[src/rtl/test_packet_scheduler_down_counter.sv]
// Loadable down counter with a zero flag; holds at zero instead of wrapping.
module sched_down_counter #(
  parameter int W = 16
) (
  input  logic         i_clk,
  input  logic         i_rst,
  input  logic         i_load,
  input  logic [W-1:0] i_load_val,
  input  logic         i_dec,
  output logic         o_zero
);

  logic [W-1:0] cnt_q, cnt_d;

  always_comb begin
    cnt_d = cnt_q;
    if (i_load)                    cnt_d = i_load_val;
    else if (i_dec && cnt_q != '0) cnt_d = cnt_q - W'(1);
  end

  always_ff @(posedge i_clk or posedge i_rst) begin
    if (i_rst) cnt_q <= '0;
    else       cnt_q <= cnt_d;
  end

  assign o_zero = (cnt_q == '0);

endmodule

[config.mk]
export PLATFORM = sky130hd
export DESIGN_NAME = sched_down_counter
export DESIGN_NICKNAME = d
export VERILOG_FILES = /design/src/rtl/test_packet_scheduler_down_counter.sv
export SDC_FILE = /design/constraint.sdc
export NUM_CORES = 1
export LEC_CHECK = 0
export ABC_AREA = 1
export ABC_CLOCK_PERIOD_IN_PS = 1600
export CAP_MARGIN = 0
export CORE_AREA = 2 2 61 49
export DETAILED_ROUTE_END_ITERATION = 12
export DIE_AREA = 0 0 63 51
export PLACE_DENSITY = 0.71
export SLEW_MARGIN = 40
export SYNTH_ARGS = -nofsm -noshare
export SYNTH_HDL_FRONTEND = slang
export SYNTH_SLANG_ARGS = --single-unit
[constraint.sdc]
create_clock -name i_clk -period 1.6 [get_ports i_clk]
set_input_delay 0.16 -clock i_clk [delete_from_list [all_inputs] [get_ports i_clk]]
set_output_delay 0.16 -clock i_clk [all_outputs]
set_load 0.02 [all_outputs]
## After elaboration in Yosys (flattened, before gate mapping)

Index checks and enable logic that the tools add are counted.

- Register bits: 16
- Input bits: 20

- $add $sub $neg: 1
- Muxes and demuxes: 2
- Reductions and logical operators: 4

Operator list:

| operator | count |
|---|---|
| $mux 16 | 2 |
| $logic_not 16->1 | 1 |
| $reduce_bool 16->1 | 1 |
| $sub 16x1->16 const B | 1 |
| $reduce_bool 2->1 | 1 |
| $logic_and 1x1->1 | 1 |

## Logic depth before layout (Yosys ltp)

Gate-level depths: netlist of the first run.

- Depth after elaboration: 4
- Depth in mapped cells: 11

## Least setup slack after synthesis of the first run

No wires, ideal clock.

- Path kind: reg-to-output
- Start: register cnt_q[0]
- End: output port o_zero
- Arrival time: 1586 ps
- Data required time: 1440 ps
- Slack: -146 ps
- Stages on the path, launching flop included: 7
- Path buffers: 0
- Cells stage by stage: dfrtp_1 inv_1 ha_1 nand2_2 nor2_1 nand3b_1 nor3_1

- Longest elaborated chain between the ends: 1

Ends and longest elaborated chain:

| item | line | text |
|---|---|---|
| start, declared | 13 | `logic [W-1:0] cnt_q, cnt_d;` |
| start signal, assigned | 23 | `else cnt_q <= cnt_d;` |
| $logic_not 16->1 | 26 | `assign o_zero = (cnt_q == '0);` |
| end, declared | 10 | `output logic o_zero` |

No other way between the ends.

## Final worst setup path of the first run

Same ends and word-level chain as after synthesis.

==> results of run 1 <==
-- path summary, 6_finish.rpt --
kind	startpoint	to	slack [ns]	depth (start not counted)
setup reg to reg	cnt_q[0]$_DFFE_PP0P_	cnt_q[14]$_DFFE_PP0P_	0.08	11
hold reg to reg	cnt_q[12]$_DFFE_PP0P_	cnt_q[12]$_DFFE_PP0P_	0.60	2
setup / recovery	cnt_q[0]$_DFFE_PP0P_	o_zero	-0.05	7
max in group asynchronous	i_rst	cnt_q[15]$_DFFE_PP0P_	1.24	3
hold / removal	i_rst	cnt_q[0]$_DFFE_PP0P_	0.17	3
min in group i_clk	i_load_val[5]	cnt_q[5]$_DFFE_PP0P_	0.42	3
-- worst reg2reg max path: stages, from the launching register on --
cell	delay (ns)
dfrtp_1	0.41
inv_2	0.08
ha_4	0.14
nand2_4	0.06
buf_6	0.13
nor2_4	0.11
nand2_4	0.09
nand2_4	0.12
nand2_8	0.10
inv_6	0.10
nand2_2	0.04
nand3_1	0.07
-- layout make-up --
| cell class | instances | share of cell area (%) |
|---|---|---|
| Inverter | 15 | 4.25 |
| Clock buffer | 4 | 2.16 |
| Multi-Input combinational cell | 136 | 43.1 |
| Tap cell | 38 | 2.84 |
| Timing Repair Buffer | 45 | 23.2 |
| Timing Repair inverter | 1 | 0.522 |
| Sequential cell | 16 | 23.9 |
-- cells in the mapped netlist --
cell / number
nand2_4: 2
nand3_1: 21
nor2_2: 2
inv_2: 2
ha_1: 1
and2_1: 1
nand3b_1: 1
or2_2: 3
o21bai_1: 2
inv_1: 12
buf_6: 1
xor2_1: 5
nor3_1: 1
clkinv_1: 1
nand2_1: 59
clkbuf_2: 1
xnor2_1: 3
nor2_1: 26
dlygate4sd1_1: 1
nand2_2: 3
o21ai_0: 5
dfrtp_1: 16
nand4_1: 1
-- layer usage --
metal	vias up	GRT usage, %	wire length [um]
met2	46	36.9	1590
met5	-	0	0
met1	571	25.6	1440
met4	0	5.56	24
li1	624	-	-
met3	4	5.07	214
-- layout by cell type (no fill, tap or decap), drive strengths merged --
cell           netlist  final
nand4                1      1
clkbuf               1      4
or2                  3      3
xnor2                3      3
clkinv               1      2
nor2                28     28
nand3               21     21
inv                 14     14
ha                   1      1
nor3                 1      1
and2                 1      1
nand2               64     64
nand3b               1      1
buf                  1     26
dfrtp               16     16
o21bai               2      2
o21ai                5      5
xor2                 5      5
clkdlybuf4s50        0     19
-- logic make-up after synthesis --
logic type / count (synthesis) / synth area share, %
AOI/OAI and AO/OA: 7 / 3.55
adders and majority gates: 1 / 1.11
and+or+nand+nor: 120 / 46.3
DFF: 16 / 35.6
xor gates and xnor gates: 8 / 6.22
buffers and inverters: 18 / 7.22
-- through the flow --
step / power (mW) / std cells
3_3_place_gp: 0.899 / 250
6_report: 1.25 / 255
2_1_floorplan: 0.712 / 170
3_5_place_dp: 0.912 / 250
4_1_cts: 1.21 / 254
5_1_grt: 1.33 / 255
-- timing repair --
| action | CTS | global route |
|---|---|---|
| gates resized for setup | 14 | 17 |
| endpoints found under the setup margin | 15 | 17 |
| pin swaps | 3 | 4 |
| cloned | 0 | 1 |
-- power breakdown --
group	total, mW	internal, mW	switching [mW]
registers	0.494	0.453	0.0407
clock network	0.285	0.139	0.146
logic	0.466	0.233	0.233
total	1.25	0.825	0.420
==> results.tsv, run 1 <==
metric	value	unit
core_area	2700	sq um
clock_sink_count	16	
period_needed	1.65	ns
ys_seq_area_share	35.6	%
dr.pass1.iters	4	
ctsHoldBuffers	0	
grt_pass1_vias	1189	
grt_max_degree	17	
slew_headroom	82.6	%
hold_viol	0	
yosys.area.top_type	dfrtp_1	
endpoint_kind	output port	
gp_congestion	0.918	
via_per_inst	4.88	
clk_latency	0.30	ns
path_clk_slew	0.10	ns
drtAntennaViolNets	0	
post-cts-setup-buffers	0	
h-tree-depth	1	
largest_reg_flops	16	
rsz0062_at_grt	true	
chipWidth	63	um
skew	0.00461	ns
antennaDiodeCount	0	
drc	0	
fmax	606	MHz
drt_iter0_drc	73	
place_ws	-0.254	ns
n_fill_cell	264	
hold_ws	0.166	ns
largest_register	cnt_q	
syn2layout_area_growth	48.9	%
min_period_over_period	103	%
slowest_stage	dfrtp_1	
start_kind	register	
cp_cell_sequence	inv_2 -> ha_4 -> nand2_4 -> nor2_4 -> nand3b_1 -> nor3_2 -> buf_4	
top_regs	cnt_q (16)	
die_y	51	um
powerDensity	743	nW/um^2
totalWireLength	3.27	mm
rows	17	
wl_per_cell	12.8	um
crit_arrival	1.49	ns
finalMaxSlewViolations	0	
violations	negative setup slack	
crit_family	flip-flops	
syn_area	1130	sq um
synth_nets	191	
place_area	1540	sq um
cts_tree	built	
critPathBufInv	2	
netlist-cell-type-count	23	
timing.final.ws_setup	-0.0489	ns
cp.required	1.44	ns
tns	-0.0489	ns
design_area	1680	sq um
antenna_found_initial	0	
drive_gt1_share	25.8	%
io_buffer_count	20	
max-vdd-ir-drop	0.588	mV
grt_first_pass_wirelength	5.11	mm
clock_path_buffers	2	
yosys_register_bits	16	
yosys.area.top_type_share	35.6	%
crit_fanout	2	
syn_area_per_cell	6.62	sq um
utilization	62.1	%
grt_usage	20.9	%
status	finished with violations	
start_util	41.7	%
p_leak	0.808	nW
ys_warn_count	0	
numCtsBuffers	3	
tightest_slew	0.260	ns
regArea	400	sq um
yosys-top-cells-area	dfrtp_1 (36%), nand2_1 (20%), nand3_1 (9.3%), nor2_1 (8.7%), inv_1 (4.0%)	
dpl.hpwl	2.34	mm
criticalPathCategory	reg -> out	
die-area	3210	sq um
drv_cap	0	
netlist_instances	170	
grt.overflow.total	0	
fin_nets	239	
hp-class	in -> async	
num_vias	1245	
num_io_pins	21	
max_stage_delay	0.41	ns
multiInputGateArea	723	sq um
cts-root-buf	clkbuf_4	
setup_viol	1	
No activity file was read; power rests on OpenSTA's default activity.
==> run 2: changes to the inputs <==
--- a/config.mk
+++ b/config.mk
@@ -8,10 +8,10 @@
 export ABC_AREA = 1
 export ABC_CLOCK_PERIOD_IN_PS = 1600
 export CAP_MARGIN = 0
-export CORE_AREA = 2 2 61 49
+export CORE_AREA = 2 2 58 46
 export DETAILED_ROUTE_END_ITERATION = 12
-export DIE_AREA = 0 0 63 51
-export PLACE_DENSITY = 0.71
+export DIE_AREA = 0 0 60 48
+export PLACE_DENSITY = 0.79
 export SLEW_MARGIN = 40
 export SYNTH_ARGS = -nofsm -noshare
 export SYNTH_HDL_FRONTEND = slang
==> run 2 against run 1 <==
  * Cell count unchanged
  * Fmax down 0.44%
  * Highest routed layer unchanged
  * Critical path depth unchanged
  * Non-clock buffer count up 6
  * Sequential cell count unchanged
  * Sequential share of layout area up 0.27 points
  * The run still ends with negative setup slack left
==> results.tsv, run 2 (synthesis results as in run 1) <==
metric	value	unit	change
status	finished with violations		
violations	negative setup slack		
rsz0062_at_grt	true		
path_clk_slew	0.10	ns	about the same
max-vdd-ir-drop	0.466	mV	-21%
num_vias	1218		-2.2%
hp-class	in -> async		
syn2layout_area_growth	47.2	%	
multiInputGateArea	694	sq um	-4.0%
drtAntennaViolNets	0		unchanged
grt_max_degree	17		unchanged
dr.pass1.iters	6		+2
largest_register	cnt_q		
min_period_over_period	104	%	+0.45 points
grt_first_pass_wirelength	5.04	mm	-1.3%
endpoint_kind	output port		
crit_arrival	1.50	ns	about the same
grt_usage	24.5	%	+3.7 points
cp.required	1.44	ns	about the same
die-area	2880	sq um	-10%
powerDensity	711	nW/um^2	-4.2%
p_leak	0.815	nW	+0.86%
numCtsBuffers	3		unchanged
die_y	48	um	-5.9%
place_ws	-0.259	ns	-0.00489 ns
gp_congestion	0.876		-4.5%
h-tree-depth	1		unchanged
grt.overflow.total	0		unchanged
core_area	2270	sq um	-16%
period_needed	1.66	ns	+0.00726 ns
mostFrequentLayoutCells	nand2_1 (59), buf_4 (31), nand3_1 (20)		
start_util	49.6	%	+7.9 points
chipWidth	60	um	-4.8%
crit_fanout	2		unchanged
tightest_slew	0.233	ns	-0.0270 ns
via_per_inst	4.78		-2.2%
largest_reg_flops	16		unchanged
timing.final.ws_setup	-0.0562	ns	-0.00726 ns
totalWireLength	3.11	mm	-5.1%
num_io_pins	21		unchanged
wl_per_cell	12.2	um	-5.1%
fin_nets	244		+2.1%
antenna_found_initial	0		unchanged
top_regs	cnt_q (16)		
cts_tree	built		
drc	0		unchanged
dp.cells	249		-0.40%
slew_headroom	84.4	%	+1.8 points
tns	-0.0562	ns	-0.00726 ns
criticalPathCategory	reg -> out		
setup_viol	1		unchanged
clock_path_buffers	2		unchanged
finalMaxSlewViolations	0		unchanged
layout_commonest_cell	nand2_1		
stdcell_count	255		unchanged
clk_latency	0.29	ns	about the same
rows	15		-2
start_kind	register		
cts-root-buf	clkbuf_4		
drive_gt1_share	26.7	%	+0.89 points
grt_pass1_vias	1123		-5.6%
fin_total_pwr	1.18	mW	-5.3%
regArea	400	sq um	unchanged
drt_iter0_drc	91		+25%
antennaDiodeCount	0		unchanged
clock_sink_count	16		unchanged
dpl.hpwl	2.23	mm	-4.5%
n_fill_cell	186		-30%
skew	0.00818	ns	+0.00357 ns
drv_cap	0		unchanged
fmax	604	MHz	-0.44%
hold_viol	0		unchanged
io_buffer_count	20		unchanged
-- run 2: metal layers --
metal  global-route usage, %  part of all wire [%]  vias up
li1                        -                     -      629
met1                    31.8                    48      548
met2                    42.4                    47       35
met3                    6.49                   4.5        6
met4                    4.00                  0.93        0
met5                       0                     0        -
-- run 2: final timing paths --
kind	to	cells past startpoint	slack [ns]	start
setup / recovery	o_zero	7	-0.06	cnt_q[0]$_DFFE_PP0P_
hold / removal	cnt_q[3]$_DFFE_PP0P_	3	0.16	i_rst
setup reg to reg	cnt_q[9]$_DFFE_PP0P_	11	0.02	cnt_q[0]$_DFFE_PP0P_
hold reg to reg	cnt_q[4]$_DFFE_PP0P_	3	0.62	cnt_q[4]$_DFFE_PP0P_
max in group asynchronous	cnt_q[9]$_DFFE_PP0P_	3	1.24	i_rst
min in group i_clk	cnt_q[4]$_DFFE_PP0P_	3	0.42	i_load_val[4]
-- run 2: critical path: stages, from the launching register on --
cell	delay [ns]
dfrtp_1	0.40
inv_2	0.09
ha_4	0.14
nand2_2	0.06
nor2_2	0.10
nand3b_1	0.12
nor3_2	0.14
buf_4	0.17
-- run 2: through the flow --
| stage | util (%) | instance area [sq um] | hold WS [ns] |
|---|---|---|---|
| final | 73.0 | 1660 | 0.164 |
| after global routing | 73.0 | 1660 | 0.211 |
| after CTS | 71.6 | 1630 | 0.174 |
| after detailed placement | 68.7 | 1560 | 0.496 |
| after global placement | 68.7 | 1560 | 0.485 |
| after floorplan | - | 1130 | 0.0737 |
-- run 2: power by group --
part | switching, mW | internal, mW
Clock | 0.132 | 0.0876
Combinational | 0.225 | 0.241
Sequential | 0.0399 | 0.453
-- run 2: layout make-up --
cell class              instances  share of cell area [%]
flip-flops and latches         16                    24.2
repair buffers                 51                    26.2
clock buffers                   3                    1.36
multi-input cells             136                    41.9
inverters                      15                    3.85
well taps                      34                    2.57
-- run 2: timing repair --
action / in CTS / in global routing
resized for setup: 16 / 8
endpoints found under the setup margin: 15 / 7
hold buffers: 0 / 0
pin swaps: 2 / 1
buffers inserted: 2 / 1
